## config.mk

```make
export PLATFORM = sky130hd
export DESIGN_NAME = bus_wait_state_controller_flat
export DESIGN_NICKNAME = d
export VERILOG_FILES = /design/src/rtl/bus_wait_state_controller_if.sv /design/src/rtl/bus_wait_state_controller.sv /design/src/flat_wrapper.sv
export SDC_FILE = /design/constraint.sdc
export NUM_CORES = 1
export LEC_CHECK = 0
export BUFFER_PORTS_ARGS = -buffer_cell sky130_fd_sc_hd__buf_2
export CORE_AREA = 2 2 59 61
export CTS_BUF_LIST = sky130_fd_sc_hd__clkbuf_8
export DETAILED_ROUTE_END_ITERATION = 7
export DIE_AREA = 0 0 61 63
export HOLD_SLACK_MARGIN = 0.1
export SLEW_MARGIN = 25
export SYNTH_ARGS = -nofsm -noshare
export SYNTH_HDL_FRONTEND = slang
export SYNTH_SLANG_ARGS = --single-unit
```

## constraint.sdc

```tcl
create_clock -name clock -period 2 [get_ports clock]
set_input_delay 0.4 -clock clock [delete_from_list [all_inputs] [get_ports clock]]
set_output_delay 0.4 -clock clock [all_outputs]
set_load 0.01 [all_outputs]
```

## src/rtl/bus_wait_state_controller_if.sv

```systemverilog
// ---------------------------------------------------------------------------
// bus_wait_state_controller_if
//
// Purpose: groups the system-bus command strobes, the expansion-slot ready
// line and the ready/status outputs of the wait-state controller.
//
// Signals:
//   address_enable_n         0 = CPU owns the bus, 1 = DMA owns the bus
//   io_read_n, io_write_n    resolved I/O strobes, active low
//   memory_read_n,
//   memory_write_n           resolved memory strobes, active low
//   interrupt_acknowledge_n  INTA strobe, active low
//   io_channel_ready         asynchronous slot ready, 0 = extend the cycle
//   processor_ready          1 = CPU cycle may complete
//   dma_ready                1 = DMA cycle may complete
//   timeout_error            one-clock pulse on a force-completed cycle
//   bus_cycle_active         1 while a bus cycle is being sequenced
//
// Modports:
//   master  bus side: drives strobes and slot ready, observes readies
//   slave   controller side: observes strobes, drives readies
// ---------------------------------------------------------------------------
interface bus_wait_state_controller_if;
    logic address_enable_n;
    logic io_read_n;
    logic io_write_n;
    logic memory_read_n;
    logic memory_write_n;
    logic interrupt_acknowledge_n;
    logic io_channel_ready;
    logic processor_ready;
    logic dma_ready;
    logic timeout_error;
    logic bus_cycle_active;

    modport master (
        output address_enable_n,
        output io_read_n,
        output io_write_n,
        output memory_read_n,
        output memory_write_n,
        output interrupt_acknowledge_n,
        output io_channel_ready,
        input  processor_ready,
        input  dma_ready,
        input  timeout_error,
        input  bus_cycle_active
    );

    modport slave (
        input  address_enable_n,
        input  io_read_n,
        input  io_write_n,
        input  memory_read_n,
        input  memory_write_n,
        input  interrupt_acknowledge_n,
        input  io_channel_ready,
        output processor_ready,
        output dma_ready,
        output timeout_error,
        output bus_cycle_active
    );
endinterface

```

## src/rtl/bus_wait_state_controller.sv

```systemverilog
// ---------------------------------------------------------------------------
// bus_wait_state_controller
//
// Purpose: sequences ready/wait states for every system-bus cycle once the
// arbiter has committed the command strobes. Each cycle is classified as
// CPU I/O (including INTA), CPU memory or DMA, gets its programmed number of
// wait clocks, and is then extended while the synchronised slot ready line
// is low, up to an optional timeout.
//
// Ports:
//   clock  system clock, all state updates on posedge
//   reset  asynchronous, active-high
//   bus    slave modport of bus_wait_state_controller_if (strobes in,
//          processor_ready / dma_ready / timeout_error / bus_cycle_active out)
//
// Parameters:
//   IO_WAIT_STATES   wait clocks on CPU I/O and INTA cycles (0-15)
//   MEM_WAIT_STATES  wait clocks on CPU memory cycles (0-15)
//   DMA_WAIT_STATES  wait clocks on DMA cycles (0-15)
//   TIMEOUT_CYCLES   max clocks spent waiting on the slot ready line,
//                    0 disables the timeout (1-1023 otherwise)
// ---------------------------------------------------------------------------
module bus_wait_state_controller #(
    parameter int unsigned IO_WAIT_STATES  = 1,
    parameter int unsigned MEM_WAIT_STATES = 0,
    parameter int unsigned DMA_WAIT_STATES = 1,
    parameter int unsigned TIMEOUT_CYCLES  = 64
) (
    input  logic                          clock,
    input  logic                          reset,
    bus_wait_state_controller_if.slave    bus
);

    localparam logic [1:0] ST_IDLE  = 2'd0;
    localparam logic [1:0] ST_COUNT = 2'd1;
    localparam logic [1:0] ST_EXT   = 2'd2;
    localparam logic [1:0] ST_DONE  = 2'd3;

    localparam logic [3:0] IO_WAITS   = 4'(IO_WAIT_STATES);
    localparam logic [3:0] MEM_WAITS  = 4'(MEM_WAIT_STATES);
    localparam logic [3:0] DMA_WAITS  = 4'(DMA_WAIT_STATES);
    localparam bit         TMO_ENABLE = (TIMEOUT_CYCLES != 0);
    // Value the timeout counter holds on the last permitted EXT clock.
    localparam logic [9:0] TMO_LAST   = 10'(TIMEOUT_CYCLES - 1);

    logic       r_sync1;
    logic       r_sync2;
    logic [1:0] r_state;
    logic       r_is_dma;
    logic [3:0] r_wait_cnt;
    logic [9:0] r_tmo_cnt;
    logic       r_processor_ready;
    logic       r_dma_ready;
    logic       r_timeout_error;
    logic       r_bus_active;

    logic       w_rdy_s;
    logic       w_any_cmd;
    logic       w_is_dma_cmd;
    logic       w_is_io_cmd;
    logic [3:0] w_load_waits;
    logic [1:0] w_state_next;
    logic       w_is_dma_next;
    logic [3:0] w_wait_next;
    logic [9:0] w_tmo_next;
    logic       w_tgt_ready_next;
    logic       w_timeout_next;

    // Two-flop synchroniser for the asynchronous slot ready line; only the
    // second stage is ever looked at.
    always_ff @(posedge clock or posedge reset) begin
        if (reset) begin
            r_sync1 <= 1'b1;
            r_sync2 <= 1'b1;
        end else begin
            // NOTE: non-blocking assignments let r_sync2 take the old r_sync1,
            // giving a real two-stage chain; blocking here would collapse it.
            r_sync1 <= bus.io_channel_ready;
            r_sync2 <= r_sync1;
        end
    end

    assign w_rdy_s   = r_sync2;
    assign w_any_cmd = ~(bus.io_read_n & bus.io_write_n & bus.memory_read_n &
                         bus.memory_write_n & bus.interrupt_acknowledge_n);

    // Classification: DMA ownership wins, then I/O/INTA beats memory when
    // the strobes fall together.
    assign w_is_dma_cmd = bus.address_enable_n;
    assign w_is_io_cmd  = ~(bus.io_read_n & bus.io_write_n &
                            bus.interrupt_acknowledge_n);
    assign w_load_waits = w_is_dma_cmd ? DMA_WAITS :
                          w_is_io_cmd  ? IO_WAITS  : MEM_WAITS;

    // w_tgt_ready_next is the next value of whichever ready the latched
    // cycle type targets; the other ready is held at 1.
    always_comb begin
        // NOTE: every output of this block gets a default first so no path
        // leaves one unassigned, which would infer a latch.
        w_state_next     = r_state;
        w_is_dma_next    = r_is_dma;
        w_wait_next      = r_wait_cnt;
        w_tmo_next       = r_tmo_cnt;
        w_tgt_ready_next = 1'b1;
        w_timeout_next   = 1'b0;

        case (r_state)
            ST_IDLE: begin
                w_wait_next = '0;
                w_tmo_next  = '0;
                if (w_any_cmd) begin
                    w_is_dma_next = w_is_dma_cmd;
                    if (w_load_waits != 4'd0) begin
                        w_state_next     = ST_COUNT;
                        w_wait_next      = w_load_waits - 4'd1;
                        w_tgt_ready_next = 1'b0;
                    end else begin
                        w_state_next = ST_EXT;
                    end
                end
            end

            ST_COUNT: begin
                if (!w_any_cmd) begin
                    w_state_next = ST_IDLE;
                end else if (r_wait_cnt != 4'd0) begin
                    w_wait_next      = r_wait_cnt - 4'd1;
                    w_tgt_ready_next = 1'b0;
                end else if (w_rdy_s) begin
                    // Last wait clock with the slot already ready: release
                    // now so the ready is low for exactly the programmed count.
                    w_state_next = ST_DONE;
                end else begin
                    w_state_next     = ST_EXT;
                    w_tgt_ready_next = 1'b0;
                end
            end

            ST_EXT: begin
                if (!w_any_cmd) begin
                    w_state_next = ST_IDLE;
                end else if (w_rdy_s) begin
                    w_state_next = ST_DONE;
                end else if (TMO_ENABLE && (r_tmo_cnt == TMO_LAST)) begin
                    w_state_next   = ST_DONE;
                    w_timeout_next = 1'b1;
                end else begin
                    // Saturate so a disabled timeout never wraps.
                    if (r_tmo_cnt != '1) begin
                        w_tmo_next = r_tmo_cnt + 10'd1;
                    end
                    w_tgt_ready_next = 1'b0;
                end
            end

            ST_DONE: begin
                // Hold here until the strobes are seen deasserted so a
                // lingering strobe cannot start a second cycle.
                if (!w_any_cmd) begin
                    w_state_next = ST_IDLE;
                end
            end

            default: begin
                w_state_next = ST_IDLE;
            end
        endcase
    end

    always_ff @(posedge clock or posedge reset) begin
        if (reset) begin
            r_state           <= ST_IDLE;
            r_is_dma          <= 1'b0;
            r_wait_cnt        <= '0;
            r_tmo_cnt         <= '0;
            r_processor_ready <= 1'b1;
            r_dma_ready       <= 1'b1;
            r_timeout_error   <= 1'b0;
            r_bus_active      <= 1'b0;
        end else begin
            r_state           <= w_state_next;
            r_is_dma          <= w_is_dma_next;
            r_wait_cnt        <= w_wait_next;
            r_tmo_cnt         <= w_tmo_next;
            r_processor_ready <= w_is_dma_next ? 1'b1 : w_tgt_ready_next;
            r_dma_ready       <= w_is_dma_next ? w_tgt_ready_next : 1'b1;
            r_timeout_error   <= w_timeout_next;
            // Registered copy of the current state, so it trails the state
            // register by one clock.
            r_bus_active      <= (r_state != ST_IDLE);
        end
    end

    assign bus.processor_ready  = r_processor_ready;
    assign bus.dma_ready        = r_dma_ready;
    assign bus.timeout_error    = r_timeout_error;
    assign bus.bus_cycle_active = r_bus_active;

endmodule

```

## src/flat_wrapper.sv

```systemverilog
// flat-port wrapper written by rule: the top's interface ports become plain ports
module bus_wait_state_controller_flat 
#(
    parameter int unsigned IO_WAIT_STATES  = 1,
    parameter int unsigned MEM_WAIT_STATES = 0,
    parameter int unsigned DMA_WAIT_STATES = 1,
    parameter int unsigned TIMEOUT_CYCLES  = 64
)
  (clock, reset, bus_address_enable_n, bus_io_read_n, bus_io_write_n, bus_memory_read_n, bus_memory_write_n, bus_interrupt_acknowledge_n, bus_io_channel_ready, bus_processor_ready, bus_dma_ready, bus_timeout_error, bus_bus_cycle_active);
  bus_wait_state_controller_if bus_i ();
  input  logic clock;
  input  logic reset;
  input wire logic [$bits(bus_i.address_enable_n)-1:0] bus_address_enable_n;
  input wire logic [$bits(bus_i.io_read_n)-1:0] bus_io_read_n;
  input wire logic [$bits(bus_i.io_write_n)-1:0] bus_io_write_n;
  input wire logic [$bits(bus_i.memory_read_n)-1:0] bus_memory_read_n;
  input wire logic [$bits(bus_i.memory_write_n)-1:0] bus_memory_write_n;
  input wire logic [$bits(bus_i.interrupt_acknowledge_n)-1:0] bus_interrupt_acknowledge_n;
  input wire logic [$bits(bus_i.io_channel_ready)-1:0] bus_io_channel_ready;
  output wire logic [$bits(bus_i.processor_ready)-1:0] bus_processor_ready;
  output wire logic [$bits(bus_i.dma_ready)-1:0] bus_dma_ready;
  output wire logic [$bits(bus_i.timeout_error)-1:0] bus_timeout_error;
  output wire logic [$bits(bus_i.bus_cycle_active)-1:0] bus_bus_cycle_active;
  assign bus_i.address_enable_n = bus_address_enable_n;
  assign bus_i.io_read_n = bus_io_read_n;
  assign bus_i.io_write_n = bus_io_write_n;
  assign bus_i.memory_read_n = bus_memory_read_n;
  assign bus_i.memory_write_n = bus_memory_write_n;
  assign bus_i.interrupt_acknowledge_n = bus_interrupt_acknowledge_n;
  assign bus_i.io_channel_ready = bus_io_channel_ready;
  assign bus_processor_ready = bus_i.processor_ready;
  assign bus_dma_ready = bus_i.dma_ready;
  assign bus_timeout_error = bus_i.timeout_error;
  assign bus_bus_cycle_active = bus_i.bus_cycle_active;
  bus_wait_state_controller #(.IO_WAIT_STATES(IO_WAIT_STATES), .MEM_WAIT_STATES(MEM_WAIT_STATES), .DMA_WAIT_STATES(DMA_WAIT_STATES), .TIMEOUT_CYCLES(TIMEOUT_CYCLES)) u_core (.clock(clock), .reset(reset), .bus(bus_i));
endmodule
```

==> After elaboration in Yosys (flattened, before gate mapping) <==
Cells that the tools add are included.
{ "word_totals": {"inputBits": 9, "ff_bits": 23, "wordCells": 80, "out_inout_bits": 4} }
{ "classes": {"n_reduce_logical": 9, "bitwise_logic": 5, "n_eq_ne": 15, "muxes": 38, "add_sub_neg": 3} }
{ "op_table": {"columns": ["operator", "n"], "rows": [
  ["2-to-1 mux 10 bit", 4],
  ["2-to-1 mux 4 bit", 5],
  ["one-hot mux 10 bit (2 select lines)", 1],
  ["2-to-1 mux 1 bit", 17],
  ["2-to-1 mux 2 bit", 8],
  ["adder 10 x 1 -> 10 bit (second input constant)", 1],
  ["equality test 10 x 6 -> 1 bit (second input constant)", 1],
  ["!= test 10 bit (second input constant)", 1],
  ["!= test 2 bit (second input constant)", 5],
  ["one-hot mux 2 bit (4 select lines)", 1],
  ["one-hot mux 4 bit (2 select lines)", 1],
  ["nonzero test 4 bit", 2],
  ["subtractor 4 x 1 -> 4 bit (second input constant)", 2],
  ["!= test 2 x 1 -> 1 bit (second input constant)", 3],
  ["nonzero test 2 bit", 3],
  ["bitwise AND 1 bit", 5],
  ["AND reduction 5 bit", 1],
  ["equality test 2 bit (second input constant)", 2],
  ["!= test 4 x 1 -> 1 bit (second input constant)", 1],
  ["AND reduction 4 bit", 1],
  ["!= test 3 x 2 -> 1 bit (second input constant)", 1],
  ["one-hot mux 1 bit (3 select lines)", 1],
  ["AND reduction 3 bit", 1],
  ["equality test 2 x 1 -> 1 bit (second input constant)", 1],
  ["zero test 2 bit", 1]
]} }

==> Logic depth before layout (Yosys ltp) <==
{ "logic_depth": {"word_depth": 9, "ltp_mapped": 7, "mapped_depth_nobuf": 6} }

==> Worst setup path before layout <==
OpenSTA, ideal clock, no wires.
{ "synth_path": {"kind": "register to register", "startpoint": "reg u_core.r_tmo_cnt[6]", "endpoint": "reg u_core.r_state[1]", "t_required_ns": 1.875, "period_less_slack_ns": 1.852, "setup_ns": 0.125, "n_path_buf": 1, "arrival_time_ns": 1.727, "stages_incl_launch_ff": 6, "path_slack_ns": 0.148, "cell_sequence": "dfrtp_1 buf_6 or4_4 o31ai_2 a31oi_1 mux2_4"} }
{ "synth_between": {"elab_chain_len": 3} }
{ "synth_lines": {"columns": ["element", "line", "rtl"], "rows": [
  ["start: declaration", "bus_wait_state_controller.sv:51", "logic [9:0] r_tmo_cnt;"],
  ["start signal: assignment", "bus_wait_state_controller.sv:184", "r_tmo_cnt <= w_tmo_next;"],
  ["equality test 10 x 6 -> 1 bit", "bus_wait_state_controller.sv:144", "end else if (TMO_ENABLE && (r_tmo_cnt == TMO_LAST)) begin"],
  ["!= test 4 x 1 -> 1 bit (no source line)", null, null],
  ["AND reduction 4 bit (no source line)", null, null],
  ["end signal: assignment", "bus_wait_state_controller.sv:181", "r_state <= w_state_next;"],
  ["end: declaration", "bus_wait_state_controller.sv:48", "logic [1:0] r_state;"]
]} }
Every way passes these cells.
A chain may end at the register's enable or synchronous reset.

==> Final worst setup path <==
{ "layout_path": {"startpoint": "reg u_core.r_tmo_cnt[9]", "endpoint": "reg u_core.r_state[1]"} }
The elaborated chain is that of the path after synthesis.

==> impl_metrics.tcl <==
set metrics [dict create \
    run_status "complete, no violations" \
    core_area_mm2 0.003232 \
    synth_top_area_cell "dfrtp_1" \
    drc 0 \
    skew_ns 0.002766 \
    vias 1139 \
    gp_congestion 0.9079 \
    post-route-min-period_ns 1.919 \
    finalCritPeriodShare_pct 95.97 \
    grt_pass1_vias 1105 \
    tightest_slew_ns 0.4281 \
    tns_ns 0 \
    synth_cells 136 \
    r2r-end "u_core.r_state[1]" \
    critPathSlowestCell "or4_4" \
    syn_to_final_growth_pct 18.58 \
    syn_avg_cell_area_um2 10.20 \
    ys_ff_latch 23 \
    via_per_inst 5.556 \
    power_leakage_nw 0.6877 \
    nets 177 \
    dieArea_mm2 0.003843 \
    critical_path.top_delay_family "simple AND/OR/NAND/NOR gates" \
    cts.clk_slew.worst_paths_ns 0.09 \
    crit_chain "or4_4 -> o31ai_2 -> a31oi_2 -> mux2_4" \
    r2r_cells 4 \
    slowest_delay_ns 0.61 \
    synth_edf_count 0 \
    critPathArrivalTime_ns 2.08 \
    synth_cell_type_count 46 \
    fin_ws_ns 0.08064 \
    drv_slew 0 \
    first_iter_violations 53 \
    final-setup-viol-count 0 \
    instances_no_fill 205 \
    initial_utilization_pct 42.93 \
    numClockSinks 23 \
    placedCellCount 201 \
    antenna_found_initial 0 \
    h-tree-depth 1 \
    ir_worst_vdd_mv 0.4051 \
    core.rowCount 21 \
    clk_latency_ns 0.26 \
    worstReg2RegStart "u_core.r_tmo_cnt[9]" \
    globalRouteMet1Util_pct 25.00 \
    ctsLongestPathBuffers 2 \
    critical_path_buf_inv_count 0 \
    rsz0062_at_grt "no" \
    yosysSeqAreaShare_pct 41.84 \
    portBuffers 12 \
    die_y_um 63 \
    die_w_um 61 \
    critPathRequiredTime_ns 2.16 \
    hpwl_um 2227 \
    drive_gt1_share_pct 30.19 \
    slew_headroom_pct 71.46 \
    pin_count 13 \
    clock-root-buffer "clkbuf_8" \
    p_per_area_mw_per_mm2 949.1 \
    hold_class "input pin to asynchronous set/reset pin" \
    cap_violations 0 \
    wl_per_cell_um 14.55 \
    cp-end-kind "flop" \
    overflow 0 \
    crit_type "flop to flop" \
    synth_top_area_share_pct 34.27 \
    final_antenna_net_count 0 \
    yosys_warnings 0 \
    hold-worst-slack_ns 0.1561 \
    dpl_worst_slack_ns 0.06350 \
    rrSetupSlack_ns 0.08 \
    use_met3_pct 2.692 \
    fin_util_pct 50.91 \
    synth.area.top_cells "dfrtp_1 (34%), dfstp_2 (7.6%), ha_1 (7.2%)" \
    start_kind "flop" \
    antennaDiodeCount 0 \
    synth_top_flop_cell "dfrtp_1" \
    async_flop_share_pct 100.0 \
    first_pass_iters 4 \
    worstPathMaxFanout 5 \
    grt_pass1_wl_um 5112 \
    tritoncts "yes" \
    top_usage_layer "met2" \
    grt_util_all_layers_pct 17.28 \
    cts_buffers 3 \
    hold_violations 0 \
    synth_fp_nets 153 \
    grt_max_degree 24 \
    postRouteWirelength_um 2983 \
    use_met2_pct 25.54 \
    max_freq_ghz 0.5210 \
    synth_area_mm2 0.001388 \
]
## area by class of cell
| cell class | count | area (um^2) |
|---|---|---|
| multi-input combinational | 98 | 760.7 |
| fill | 290 | 1587 |
| clock buffer | 3 | 41.29 |
| inverter | 10 | 37.54 |
| tap | 46 | 57.56 |
| timing repair buffer | 24 | 162.7 |
| sequential | 23 | 580.6 |
| clock inverter | 1 | 5.005 |
## stage by stage
stage	total power [W]	instance area (um^2)
after floorplan	0.001039	1388
after global placement	0.001238	1574
after detailed placement	0.001255	1574
after CTS	0.001558	1620
after global routing	0.001671	1645
final	0.001562	1645
## registers in the layout (all words and copies together), names as in the netlist
name                         count
u_core.bus.bus_cycle_active      1
u_core.bus.dma_ready             1
u_core.bus.processor_ready       1
u_core.bus.timeout_error         1
u_core.r_is_dma                  1
u_core.r_state                   2
u_core.r_sync1                   1
u_core.r_sync2                   1
u_core.r_tmo_cnt                10
u_core.r_wait_cnt                4
## synth_stat cells, types with 3 or more instances
cell type  instances
nor2_1             3
dfstp_2            4
nand3_1            7
clkbuf_1           3
nand2b_1           5
mux2i_1            3
o311ai_1           3
inv_1              9
o31ai_1            3
o311ai_0           3
o211ai_1           7
nand2_1           11
o21ai_0            4
nor4_1             3
ha_1               8
dfrtp_1           19
## layout by cell type, fill, tap and decap left out, types with 2 or more instances in the layout
| cell type | n |
|---|---|
| or3_1 | 2 |
| a21oi_1 | 2 |
| nand2_1 | 11 |
| o21bai_1 | 2 |
| o311ai_1 | 4 |
| o31ai_1 | 3 |
| dfrtp_1 | 19 |
| clkbuf_8 | 3 |
| mux2i_1 | 3 |
| o21ai_0 | 4 |
| o211ai_2 | 2 |
| inv_1 | 9 |
| o21ai_2 | 2 |
| buf_2 | 12 |
| buf_4 | 11 |
| nor4_2 | 2 |
| o311ai_0 | 2 |
| ha_1 | 7 |
| nor2_1 | 3 |
| or2_2 | 2 |
| nand4_1 | 2 |
| or4_1 | 2 |
| nand3_1 | 7 |
| nor3_1 | 2 |
| o211ai_1 | 7 |
| o41ai_1 | 2 |
| nand2b_1 | 5 |
| dfstp_2 | 4 |
## report_power, final
| group | leakage [nW] | internal, W | switching [W] |
|---|---|---|---|
| Sequential | 0.298 | 0.000560 | 0.0000499 |
| Clock | 0.0255 | 0.000139 | 0.000157 |
| Combinational | 0.364 | 0.000284 | 0.000372 |
| Total | 0.688 | 0.000983 | 0.000579 |
## repair_timing
item	in CTS	in global routing
buffers inserted	0	0
gates resized for setup	0	6
setup endpoints to repair	0	10
hold buffers	0	0
## worst reg2reg max path, cell delays in order, from the launching register on
cell and delay (ns):
dfrtp_1 0.43, or4_4 0.61, o31ai_2 0.30, a31oi_2 0.16
mux2_4 0.31
## routing by layer
layer	wire length (um)	up-vias
met4	47	0
met1	1477	551
met5	0	-
met2	1390	15
met3	68	6
li1	-	567
## worst max-delay path by stage
| stage | start | end | slack, ns | cells after the start |
|---|---|---|---|---|
| after global placement | u_core.r_tmo_cnt[9] | u_core.r_state[1] | 0.1 | 4 |
| after CTS | u_core.r_state[0] | u_core.r_tmo_cnt[4] | 0.04 | 6 |
| after detailed placement | u_core.r_state[0] | u_core.r_tmo_cnt[4] | 0.06 | 6 |
| after global routing | u_core.r_state[0] | u_core.r_state[1] | 0.0002 | 7 |
| final | u_core.r_tmo_cnt[9] | u_core.r_state[1] | 0.08 | 4 |
| after floorplan | u_core.r_tmo_cnt[6] | u_core.r_state[1] | 0.15 | 5 |
## cell families after synthesis
| logic type | synth area share [%] |
|---|---|
| flops | 41.84 |
| simple gates | 18.21 |
| fa+ha+maj | 7.214 |
| xor+xnor | 0.6313 |
| mux | 4.057 |
| compound gates | 22.90 |
| buf+inv | 5.139 |
(Power assumes the default switching activity.)
